===== config.mk =====
export PLATFORM = sky130hd
export DESIGN_NAME = mmio_uart_tx
export DESIGN_NICKNAME = d
export VERILOG_FILES = /design/src/rtl/mmio_uart_tx.sv
export SDC_FILE = /design/constraint.sdc
export NUM_CORES = 1
export LEC_CHECK = 0
export CAP_MARGIN = 5
export CORE_ASPECT_RATIO = 0.6
export CORE_MARGIN = 5
export CORE_UTILIZATION = 51
export DETAILED_ROUTE_END_ITERATION = 6
export GPL_TIMING_DRIVEN = 0
export PLACE_DENSITY = 0.89
export SKIP_CTS_REPAIR_TIMING = 1
export SYNTH_ARGS = -nofsm -noshare
export SYNTH_HDL_FRONTEND = slang
export SYNTH_SLANG_ARGS = --single-unit

===== constraint.sdc =====
create_clock -name i_clk -period 3.25 [get_ports i_clk]
set_input_delay 0.4875 -clock i_clk [delete_from_list [all_inputs] [get_ports i_clk]]
set_output_delay 0.4875 -clock i_clk [all_outputs]
set_load 0.02 [all_outputs]

===== src/rtl/mmio_uart_tx.sv =====
// mmio_uart_tx: memory-mapped 8N1 UART transmitter with a small TX FIFO and status/count registers
module mmio_uart_tx #(
    parameter logic [31:0] BASE_ADDR    = 32'hF000_0000,
    parameter int          CLKS_PER_BIT = 16,
    parameter int          FIFO_DEPTH   = 4
) (
    input  logic        i_clk,
    input  logic        i_rst_n,
    input  logic        i_ena,
    input  logic [31:0] i_mem_addr,
    input  logic [31:0] i_mem_wr_data,
    input  logic        i_mem_wr_ena,
    output logic        o_mmio_hit,
    output logic [31:0] o_mmio_rd_data,
    output logic        o_uart_tx
);
    localparam int AW = $clog2(FIFO_DEPTH);
    localparam int PW = AW + 1;
    localparam int BW = $clog2(CLKS_PER_BIT);
    localparam logic [BW-1:0] BAUD_LAST = BW'(CLKS_PER_BIT - 1);

    typedef enum logic [1:0] {S_IDLE, S_START, S_DATA, S_STOP} state_t;

    state_t          r_state;
    logic [BW-1:0]   r_baud;
    logic [2:0]      r_bit;
    logic [7:0]      r_shift;
    logic            r_tx;
    logic [PW-1:0]   r_wr_ptr;
    logic [PW-1:0]   r_rd_ptr;
    logic [7:0]      r_mem [FIFO_DEPTH];
    logic            r_ovf;
    logic [31:0]     r_count;

    logic [3:0]      w_off;
    logic            w_wr;
    logic            w_push_req;
    logic            w_stat_wr;
    logic            w_cnt_wr;
    logic            w_empty;
    logic            w_full;
    logic            w_term;
    logic            w_pop;
    logic            w_push;
    logic            w_frame_done;
    logic [PW-1:0]   w_occ;
    logic [7:0]      w_rd_data;
    logic [31:0]     w_status;
    logic            w_unused;

    assign w_off        = i_mem_addr[3:0];
    assign o_mmio_hit   = i_mem_addr[31:4] == BASE_ADDR[31:4];
    assign w_wr         = i_ena & i_mem_wr_ena & o_mmio_hit;
    assign w_push_req   = w_wr & (w_off == 4'h0);
    assign w_stat_wr    = w_wr & (w_off == 4'h4);
    assign w_cnt_wr     = w_wr & (w_off == 4'h8);
    assign w_empty      = r_wr_ptr == r_rd_ptr;
    assign w_full       = (r_wr_ptr[AW] != r_rd_ptr[AW]) & (r_wr_ptr[AW-1:0] == r_rd_ptr[AW-1:0]);
    assign w_term       = r_baud == BAUD_LAST;
    // A pop happens when the FSM is ready to load a new frame: from idle, or back-to-back at the end of a stop bit
    assign w_pop        = i_ena & ~w_empty & ((r_state == S_IDLE) | ((r_state == S_STOP) & w_term));
    // A push into a full FIFO still fits if a pop frees a slot in the same cycle
    assign w_push       = w_push_req & (~w_full | w_pop);
    assign w_frame_done = i_ena & (r_state == S_STOP) & w_term;
    assign w_occ        = r_wr_ptr - r_rd_ptr;
    assign w_rd_data    = r_mem[r_rd_ptr[AW-1:0]];
    assign w_status     = {24'd0, 4'(w_occ), r_ovf, r_state != S_IDLE, w_empty, w_full};
    assign w_unused     = &{1'b0, i_mem_wr_data[31:8]};

    assign o_mmio_rd_data = !o_mmio_hit      ? 32'd0 :
                            (w_off == 4'h4)  ? w_status :
                            (w_off == 4'h8)  ? r_count : 32'd0;
    assign o_uart_tx      = r_tx;

    // FIFO pointers: push and pop are independent and may both occur in one cycle
    always_ff @(posedge i_clk or negedge i_rst_n) begin
        if (!i_rst_n) begin
            r_wr_ptr <= '0;
            r_rd_ptr <= '0;
        end else begin
            if (w_push)
                r_wr_ptr <= r_wr_ptr + PW'(1);
            if (w_pop)
                r_rd_ptr <= r_rd_ptr + PW'(1);
        end
    end

    // FIFO storage needs no reset; contents are meaningless while the pointers say empty
    always_ff @(posedge i_clk) begin
        if (w_push)
            r_mem[r_wr_ptr[AW-1:0]] <= i_mem_wr_data[7:0];
    end

    // Sticky overflow flag: set by a dropped byte, cleared by any STATUS write
    always_ff @(posedge i_clk or negedge i_rst_n) begin
        if (!i_rst_n)
            r_ovf <= 1'b0;
        else if (w_stat_wr)
            r_ovf <= 1'b0;
        else if (w_push_req & w_full & ~w_pop)
            r_ovf <= 1'b1;
    end

    // Completed-frame counter; a clearing write wins over a simultaneous frame completion
    always_ff @(posedge i_clk or negedge i_rst_n) begin
        if (!i_rst_n)
            r_count <= 32'd0;
        else if (w_cnt_wr)
            r_count <= 32'd0;
        else if (w_frame_done)
            r_count <= r_count + 32'd1;
    end

    // TX FSM; the line flop follows the state one cycle later so each bit starts the cycle after entering it
    always_ff @(posedge i_clk or negedge i_rst_n) begin
        if (!i_rst_n) begin
            r_state <= S_IDLE;
            r_baud  <= '0;
            r_bit   <= 3'd0;
            r_shift <= 8'd0;
            r_tx    <= 1'b1;
        end else if (i_ena) begin
            r_tx <= (r_state == S_START) ? 1'b0 : (r_state == S_DATA) ? r_shift[0] : 1'b1;
            case (r_state)
                S_IDLE: begin
                    if (!w_empty) begin
                        r_shift <= w_rd_data;
                        r_baud  <= '0;
                        r_state <= S_START;
                    end
                end
                S_START: begin
                    if (w_term) begin
                        r_baud  <= '0;
                        r_bit   <= 3'd0;
                        r_state <= S_DATA;
                    end else begin
                        r_baud <= r_baud + BW'(1);
                    end
                end
                S_DATA: begin
                    if (w_term) begin
                        r_baud  <= '0;
                        r_shift <= r_shift >> 1;
                        r_bit   <= r_bit + 3'd1;
                        if (r_bit == 3'd7)
                            r_state <= S_STOP;
                    end else begin
                        r_baud <= r_baud + BW'(1);
                    end
                end
                S_STOP: begin
                    if (w_term) begin
                        r_baud <= '0;
                        if (!w_empty) begin
                            r_shift <= w_rd_data;
                            r_state <= S_START;
                        end else begin
                            r_state <= S_IDLE;
                        end
                    end else begin
                        r_baud <= r_baud + BW'(1);
                    end
                end
                default: r_state <= S_IDLE;
            endcase
        end
    end
endmodule


==> results.tsv <==
metric	value	unit
hold violation count in the final report	0	
die area	11200	sq um
Final Max Tran Viols	0	
port buffer count	77	
total number of vias	3717	
number of flops mapped to enable cells by yosys	32	
Inserted Diodes	0	
H-tree depth	3	
Worst path max stage delay	600	ps
Hold WC Path Type	in2async	
Max Freq	0.321	GHz
pin count of the biggest net entering global routing	30	
prevailing post-synth register cell	dfrtp_1	
syn_area_per_cell	11.2	sq um
Core ar.	9020	sq um
TritonCTS Buffers	9	
crit-path cells	clkdlybuf4s50_1, nor4bb_1, nand3_1, or2_4, clkbuf_2, inv_1, clkdlybuf4s50_1	
Routed WL	12.0	mm
Synth warnings	0	
post-synth cell types	61	
Overflow after GRT	0	
gr usage total	21.0	%
Max clock buf depth	2	
remaining antenna violation count	0	
floorplan row count	27	
clock sink count	89	
crit path max-delay cell type	clkdlybuf4s50_1	
Critical Path AT	2630	ps
Worst VDD drop	0.291	mV
Initial Utilization	51.5	%
Placement Setup Slack	-475	ps
clock slew at reported path FFs	60	ps
critical path startpoint	i_mem_addr[28]	
vias in the first global route	3796	
top-area cell type share of the netlist area	30.2	%
clk_lat worst skew	350	ps
max cap viols	0	
DRC	0	
first-pass GRT wire length	18.9	mm
Power Total	3.36	mW
#FFs+latches synth	89	
CP Class	in2out	
hpwl dp	8.31	mm
CP max FO	10	
Mapped Area	4640	sq um
Placed Instance Area	5570	sq um
Worst setup EP type	output port	
cell mode on critical path	clkdlybuf4s50_1	
clock skew	9.05	ps
Reg-to-Reg End	r_wr_ptr[2]	
Layout fillers	615	
DR pass1 iterations	5	
Routability Congestion	0.857	
crit share post-route	95.9	%
Finished Core Util	66.4	%
Synth Net Count	501	
CTS tree	built	
final setup fails	0	
Synth Instances	416	
P per Cell Area	560	nW/um^2
r2r setup slk	400	ps
Die Width	133	um
worst r2r src	r_rd_ptr[1]	
layout cells sized above 1	13.0	%
Synth area leaders	dfrtp_1, edfxtp_1, ha_1, nor2_1, mux4_2	
Final Critical Period	3120	ps
Slew @ Worst Pin	899	ps
post-route cell area	5990	sq um
Top Ports	102	
Area Growth Syn to Fin	29.0	%
Slew HR	38.5	%
root buffer cell	clkbuf_16	
sequential fraction of the synthesis area	51.5	%
Post-synth ARST share	64.0	%
initial antenna violation count	0	
chip height	83.9	um
WL/cell	19.1	um
# nets final	589	
Setup WS post-layout	132	ps
LEAKAGE	2.92	nW
initial drt markers	472	
routed vias/inst	5.95	
area leader, netlist	dfrtp_1	
Critical Path RT	2760	ps
Reg2Reg Depth	8	
outcome	completed	
type of origin of the critical path	input pin	
-- layout by cell type, fill, tap and decap left out, types with 13 or more instances in the layout --
cell and n:
a21oi_1 22, and2_1 27, clkdlybuf4s50_1 47, dfrtp_1 56, dlymetal6s2s_1 29, edfxtp_1 32
ha_1 16, inv_1 14, nand2_1 19, nand3_1 13, nand4_1 14, nor2_1 52
xor2_1 20
-- cell usage after synthesis (3+ instances only) --
master,instances
dfrtp_1,56
mux4_2,8
edfxtp_1,32
mux2i_1,7
nand4_1,14
xor2_1,20
o31ai_1,3
nand2_1,19
nor2_1,53
inv_1,14
ha_1,16
nor4_1,7
or3_1,4
xnor2_1,9
clkbuf_1,10
and2_1,27
mux2_2,3
and4_1,3
or3_2,3
and3_1,3
nor3_1,9
buf_2,4
o21ai_0,8
nand3_1,13
nor4b_1,4
a21oi_1,22
-- how the worst max path moves through the flow --
stage | end | cells past startpoint
detailed placement | o_mmio_rd_data[14] | 9
floorplan | o_mmio_rd_data[26] | 6
finish | o_mmio_hit | 7
global route | o_mmio_rd_data[24] | 6
CTS | o_mmio_rd_data[13] | 9
global placement | o_mmio_rd_data[27] | 9
-- sequential cells by signal, indices dropped and copies added, names as in the netlist --
register	count
r_ovf	1
r_rd_ptr	3
o_uart_tx	1
r_bit	3
r_mem	32
r_count	32
r_wr_ptr	3
r_baud	4
r_state	2
r_shift	8
-- cells by family after synthesis --
| family | after synthesis | share of synthesized area [%] |
|---|---|---|
| adder cells (fa/ha/maj) | 17 | 4.74 |
| buffers and inverters | 33 | 3.26 |
| AND/OR/NAND/NOR | 179 | 22.0 |
| multiplexers | 18 | 6.12 |
| flip-flops | 89 | 51.5 |
| AO/OA/AOI/OAI | 51 | 6.98 |
| XOR/XNOR | 29 | 5.47 |
-- through the flow --
step	instances	TNS, ps	hold slack [ps]
final	625	0	187
after global routing	625	-4.21	249
after CTS	626	-12450	195
after detailed placement	610	-11540	485
after global placement	609	-14520	476
after floorplan	416	0	192
-- area by class of cell --
type	instances	area (sq um)	share of cell area, %
clock buffers	9	225	3.76
multi-input cells	294	2140	35.7
clock inverters	7	82.6	1.38
repair buffers	78	858	14.3
plain buffers	18	100	1.67
well taps	116	145	2.42
inverters	14	52.6	0.877
flip-flops and latches	89	2390	39.9
-- power breakdown --
group / total, mW / internal [mW] / leakage [nW] / switching (mW)
clock: 1.08 / 0.610 / 0.146 / 0.467
combinational: 0.865 / 0.404 / 1.75 / 0.461
sequential: 1.41 / 1.29 / 1.02 / 0.118
-- layer usage --
| layer | routed length (um) | global-route usage, % |
|---|---|---|
| met1 | 4910 | 27.5 |
| met4 | 342 | 7.47 |
| met2 | 5740 | 34.5 |
| met3 | 955 | 4.82 |
| met5 | 0 | 0 |
-- worst max-delay path, delay by kind of cell --
| family | cells | cell delay (ps) |
|---|---|---|
| buffers and inverters | 4 | 1370 |
| AND/OR/NAND/NOR | 3 | 770 |
Power figures use the tool's default switching activity.
